File: src/rtl/result_serializer.sv
// ---------------------------------------------------------------------------
// result_serializer
//
// Captures WIDTH parallel compressor result bits on a capture strobe. It then
// streams them out LSB-first over a 1-bit valid/ready serial interface.
//
// Optional feature macro: RESULT_SERIALIZER_SIG_EN
//   Defined   -> sig carries a running CRC-16/CCITT signature (MSB-first
//                register, poly 16'h1021, seed 16'hFFFF). Every transferred
//                bit is folded in.
//   Undefined -> no signature logic is built and sig is tied to 16'h0000.
//
// Parameters:
//   WIDTH       number of result bits captured per word (>= 2)
//
// Ports:
//   clk         rising-edge clock
//   rst         synchronous, active-high reset
//   capture     request to load res into the shift register
//   res         compressor result word, bit i = compressor dst i
//   dout        current serial bit
//   dout_valid  dout holds a valid bit
//   dout_ready  consumer accepts dout this cycle
//   last        current bit is bit WIDTH-1 of the word
//   busy        word in flight
//   overrun     sticky flag: a capture was dropped
//   sig         CRC-16 signature (or 16'h0000 when the feature is off)
// ---------------------------------------------------------------------------
module result_serializer #(
    parameter int WIDTH = 26
) (
    input  logic             clk,
    input  logic             rst,
    input  logic             capture,
    input  logic [WIDTH-1:0] res,
    output logic             dout,
    output logic             dout_valid,
    input  logic             dout_ready,
    output logic             last,
    output logic             busy,
    output logic             overrun,
    output logic [15:0]      sig
);

    localparam int              CW      = (WIDTH > 1) ? $clog2(WIDTH) : 1;
    localparam logic [CW-1:0]   CNT_MAX = CW'(WIDTH - 1);

    typedef enum logic {
        IDLE  = 1'b0,
        SHIFT = 1'b1
    } state_t;

    state_t           state, state_nxt;
    logic [WIDTH-1:0] sreg, sreg_nxt;
    logic [CW-1:0]    cnt, cnt_nxt;
    logic             overrun_nxt;
    logic             beat;
    logic             final_beat;

    // A beat is a transfer. dout_valid is exactly "state is SHIFT".
    assign beat       = (state == SHIFT) && dout_ready;
    assign final_beat = beat && (cnt == '0);

    // ------------------------------------------------------------------
    // State register
    // ------------------------------------------------------------------
    always_ff @(posedge clk) begin
        if (rst) begin
            state   <= IDLE;
            sreg    <= '0;
            cnt     <= '0;
            overrun <= 1'b0;
        end else begin
            state   <= state_nxt;
            sreg    <= sreg_nxt;
            cnt     <= cnt_nxt;
            overrun <= overrun_nxt;
        end
    end

    // ------------------------------------------------------------------
    // Next-state logic
    // ------------------------------------------------------------------
    always_comb begin
        state_nxt   = state;
        sreg_nxt    = sreg;
        cnt_nxt     = cnt;
        overrun_nxt = overrun;

        case (state)
            IDLE: begin
                if (capture) begin
                    sreg_nxt  = res;
                    cnt_nxt   = CNT_MAX;
                    state_nxt = SHIFT;
                end
            end

            SHIFT: begin
                if (final_beat) begin
                    // A capture on the final beat chains the next word
                    // with no gap in dout_valid. It is not an overrun.
                    if (capture) begin
                        sreg_nxt = res;
                        cnt_nxt  = CNT_MAX;
                    end else begin
                        state_nxt = IDLE;
                    end
                end else begin
                    if (beat) begin
                        sreg_nxt = {1'b0, sreg[WIDTH-1:1]};
                        cnt_nxt  = cnt - CW'(1);
                    end
                    // Any other capture while a word is in flight is lost.
                    if (capture) begin
                        overrun_nxt = 1'b1;
                    end
                end
            end

            default: begin
                state_nxt = IDLE;
            end
        endcase
    end

    // ------------------------------------------------------------------
    // Outputs, decoded from registers only.
    // ------------------------------------------------------------------
    // sreg is not cleared after the final beat, so gate dout with the state.
    assign dout       = (state == SHIFT) && sreg[0];
    assign dout_valid = (state == SHIFT);
    assign busy       = (state == SHIFT);
    assign last       = (state == SHIFT) && (cnt == '0);

    // ------------------------------------------------------------------
    // Optional running signature
    // ------------------------------------------------------------------
`ifdef RESULT_SERIALIZER_SIG_EN
    logic [15:0] sig_q;
    logic        sig_fb;

    assign sig_fb = dout ^ sig_q[15];

    always_ff @(posedge clk) begin
        if (rst) begin
            sig_q <= 16'hFFFF;
        end else if (beat) begin
            sig_q <= {sig_q[14:0], 1'b0} ^ (sig_fb ? 16'h1021 : 16'h0000);
        end
    end

    assign sig = sig_q;
`else
    assign sig = 16'h0000;
`endif

endmodule
File: config.mk
export PLATFORM = sky130hd
export DESIGN_NAME = result_serializer
export DESIGN_NICKNAME = d
export VERILOG_FILES = /design/src/rtl/result_serializer.sv
export SDC_FILE = /design/constraint.sdc
export NUM_CORES = 1
export LEC_CHECK = 0
export ABC_AREA = 0
export CAP_MARGIN = 20
export CORE_ASPECT_RATIO = 1.2
export CORE_MARGIN = 4
export CORE_UTILIZATION = 60
export CTS_CLUSTER_SIZE = 28
export DETAILED_ROUTE_END_ITERATION = 8
export DONT_BUFFER_PORTS = 1
export PLACE_DENSITY = 0.74
export SYNTH_ARGS = -nofsm -noshare
export SYNTH_HDL_FRONTEND = slang
export SYNTH_SLANG_ARGS = --single-unit
File: constraint.sdc
create_clock -name clk -period 2.61 [get_ports clk]
set_input_delay 0.783 -clock clk [delete_from_list [all_inputs] [get_ports clk]]
set_output_delay 0.783 -clock clk [all_outputs]
set_load 0.03 [all_outputs]
## Yosys cells after proc, flatten, opt, wreduce, memory -nomap -nowiden

Index checks and enable logic that the tools add are counted.

- Bitwise operators: 2
- $add $sub $neg: 1
- Mux-type cells: 11
- Reductions and logical operators: 6
- Equal/unequal tests: 1

Operators with widths:

| kind | count |
|---|---|
| 2-to-1 mux 26 bit | 3 |
| one-hot mux 26 bit (2 select lines) | 1 |
| 2-to-1 mux 5 bit | 3 |
| one-hot mux 5 bit (2 select lines) | 1 |
| logical NOT 5 bit | 1 |
| subtractor 5 x 1 -> 5 bit (second input constant) | 1 |
| logical AND 1 bit | 4 |
| != test 3 x 1 -> 1 bit (second input constant) | 1 |
| AND reduction 3 bit | 1 |
| 2-to-1 mux 1 bit | 2 |
| inverter 1 bit | 2 |
| one-hot mux 1 bit (2 select lines) | 1 |

- Output and inout port bits: 21
- Register bits after elaboration: 33
- Word-level logic and storage cells: 25
- Input bits: 30

## Logic depth before layout (Yosys ltp)

- Depth after elaboration: 4
- Depth in mapped cells: 8

## Worst setup path after synthesis

Ideal clock, no wire load.

- Path kind: reg2out
- Start point: register cnt[0]
- End point: output port last
- Setup slack: 0.036 ns
- Buffers on the path: 3
- Data required time: 1.827 ns
- Stages on the path, launching flop included: 8
- Data arrival time: 1.791 ns
- Cells stage by stage: dfxtp_1 inv_1 ha_1 or4b_1 buf_2 buf_6 buf_6 nor2_1

- Word-level cells in the longest chain between the ends: 2

Ends and longest elaborated chain:

| item | RTL line | RTL |
|---|---|---|
| from (decl) | 55 | `logic [CW-1:0] cnt, cnt_nxt;` |
| from (signal assigned) | 76 | `cnt <= cnt_nxt;` |
| logical NOT 5 bit | 134 | `assign last = (state == SHIFT) && (cnt == '0);` |
| logical AND 1 bit | 134 |  |
| to (decl) | 39 | `output logic last,` |

Every way passes these cells.

## Worst setup path after layout

Same ends and word-level chain as after synthesis.

==> out/results.txt <==
Initial Util: 0.642
Ports: 51
DR vias: 1774
share of layout cells above drive strength 1: 0.0766
Avg WL per Cell: 16.4 um
Reg2Reg Setup Slack: 0.46 ns
Post-Place Worst Slack: 0.477 ns
most frequent cells in the layout: 47 x nand3b_1, 32 x dfxtp_1, 29 x inv_1, 24 x nor3_1
CP max stage cell: or4b_1
synth unique cells: 38
setup TNS: 0 ns
nets: 278
root buf cell: clkbuf_8
max_cap viols: 0
CP Launch Point: cnt[0]$_SDFFE_PP0P_
Clock Path Buffers: 2
final setup fails: 0
hold_ws: 0.458 ns
final worst-path cycle share: 0.917
Max rail drop VDD: 0.345 mV
max_slew headroom: 0.629
outcome: complete, no violations
DR pass1 iterations: 4
Synth Area in Compound Gates: 0.166
Clock Sinks: 33
Routed Wire Length: 4670 um
CTS buffer count: 5
Yosys warnings: 0
worst path required time: 1.83 ns
crit path kind: register to primary output
synthesized area: 2220 sq um
CTS H-Tree Depth: 2
global route total overflow: 0
Iter 0 DRT Violations: 128
first-pass GRT wire length: 7820 um
Leak Pwr: 0.842 nW
Reg-to-Reg Start: cnt[0]$_SDFFE_PP0P_
startpoint types: register
Core Rows: 23
hold_buf cts: 0
worst-path fanout max: 4
Tmin final: 2.39 ns
endpoints failing hold: 0
clock-pin slew on the worst setup and hold paths: 0.07 ns
simple-gate share of the synthesized area: 0.258
clock skew: 0.00601 ns
fmax: 418 MHz
post-DR vias/cell: 6.22
cells after synthesis: 263
largest net degree at the start of global routing: 53
Die Wd: 63.5 um
Post-route DRC: 0
CTS tree: built
Slew Viols, Final: 0
worst slew pin tran: 0.554 ns
WP data arrival: 1.61 ns
critical path, cell by cell: inv_1 > ha_1 > or4b_1 > nor2_1 > buf_4
Diodes inserted: 0
global placer's final weighted congestion: 0.829
vias in the first global route: 1678
CTS resizes: 0
post-synthesis adder-cell area fraction: 0.00565
Total GRT Usage: 0.210
overall die area: 4730 sq um
initial antenna violation count: 0
slowest cell delay on critical path: 0.46 ns
largest family of logic cells by synthesized area: simple AND/OR/NAND/NOR gates
hpwl dp: 2860 um
total core area: 3450 sq um
Post-CTS Setup Inserts: 0
proportion of synthesized area in mux cells: 0.104
Synth Area per Inst: 8.43 sq um
PD cells: 575 nW/um^2
synthesized flop and latch total: 33
Chip Height: 74.6 um
RSZ-0062 raised after global routing: false
final worst-path setup slack: 0.216 ns
register area share after synthesis: 0.298
port bufs: 0
Final Core Density: 0.637
most common cell after layout, fill and taps aside: nand3b_1
Hold Startpoint: sreg[5]$_SDFFE_PP0P_
Layout area overhead: -0.790%
Clock Latency Late Sink: 0.29 ns
Hold Path Class: register to register
CP Capture Type: primary output
xor and xnor area share after synthesis: 0
DRT antenna net count: 0
## layout make-up
| cell class | instances | area (sq um) |
|---|---|---|
| fillers | 324 | 1250 |
| multi-input cells | 170 | 1240 |
| flip-flops and latches | 33 | 662 |
| inverters | 30 | 113 |
| clock buffers | 6 | 72.6 |
| repair buffers | 7 | 52.6 |
| well taps | 37 | 46.3 |
| clock inverters | 2 | 10.0 |
## cell usage after synthesis
cell type / count / area [sq um]
nor4_1: 1 / 6.26
nand2b_1: 3 / 18.8
buf_6: 2 / 22.5
nor4b_1: 1 / 8.76
buf_1: 1 / 3.75
and2_1: 1 / 6.26
or4b_1: 1 / 10.0
nand4bb_1: 1 / 11.3
buf_2: 7 / 35.0
ha_1: 1 / 12.5
a211o_1: 1 / 8.76
nor2b_1: 1 / 6.26
a21oi_1: 3 / 15.0
nand3_1: 2 / 10.0
or3_1: 1 / 6.26
conb_1: 1 / 3.75
nand3b_1: 47 / 353
o32ai_1: 1 / 8.76
a31oi_1: 4 / 25.0
nor2_1: 4 / 15.0
a21boi_1: 1 / 7.51
a22oi_2: 1 / 12.5
o31ai_2: 1 / 12.5
o221a_1: 2 / 22.5
inv_1: 29 / 109
nor3_1: 24 / 120
clkbuf_1: 18 / 67.6
clkinv_1: 1 / 3.75
mux2i_1: 23 / 230
a211oi_1: 1 / 7.51
a22o_4: 1 / 17.5
o21ai_0: 1 / 5.00
o31ai_1: 1 / 7.51
a31o_2: 1 / 8.76
buf_4: 17 / 128
dfxtp_1: 33 / 661
a21o_1: 1 / 7.51
a2111oi_0: 23 / 201
## worst max-delay path: cells and delay by family (launching register included)
kind                     cells  cell delay [ns]
AND/OR/NAND/NOR              2             0.57
flip-flops                   1             0.32
buffers and inverters        2             0.24
adder cells (fa/ha/maj)      1             0.19
## path summary, 6_finish.rpt
path	endpoint	cells after the start
worst max register to register	sreg[15]$_SDFFE_PP0P_	7
worst min-delay path	sreg[5]$_SDFFE_PP0P_	2
worst min register to register	sreg[5]$_SDFFE_PP0P_	2
worst max-delay path	last	5
## power by group
part	switching [mW]	internal, mW
clock network	0.190	0.185
registers	0.0295	0.557
logic	0.175	0.127
## through the flow
step / area (sq um) / cells / total power [mW]
2_1_floorplan: 2270 / 278 / 0.902
3_3_place_gp: 2120 / 277 / 0.895
3_5_place_dp: 2120 / 277 / 0.899
4_1_cts: 2200 / 285 / 1.27
5_1_grt: 2200 / 285 / 1.33
6_report: 2200 / 285 / 1.26
## cells by family (layout without fill, tap and decap cells)
logic type,Yosys count,count (layout)
AND/OR/NAND/NOR,87,87
buffers and inverters,75,45
AO/OA/AOI/OAI,43,43
flip-flops,33,33
multiplexers,23,23
adder cells (fa/ha/maj),1,1
other,1,16
## layer usage
| metal | share of wire | GRT usage | vias up |
|---|---|---|---|
| met4 | 0.010 | 0.0863 | 0 |
| met5 | 0 | 0 | - |
| met1 | 0.45 | 0.254 | 838 |
| met3 | 0.058 | 0.0634 | 4 |
| met2 | 0.48 | 0.350 | 43 |
| li1 | - | - | 889 |
## flip-flops by register name, summed over array words and instances (netlist names)
register / count
sreg: 26
overrun: 1
cnt: 5
busy: 1
No activity file was read; power rests on OpenSTA's default activity.
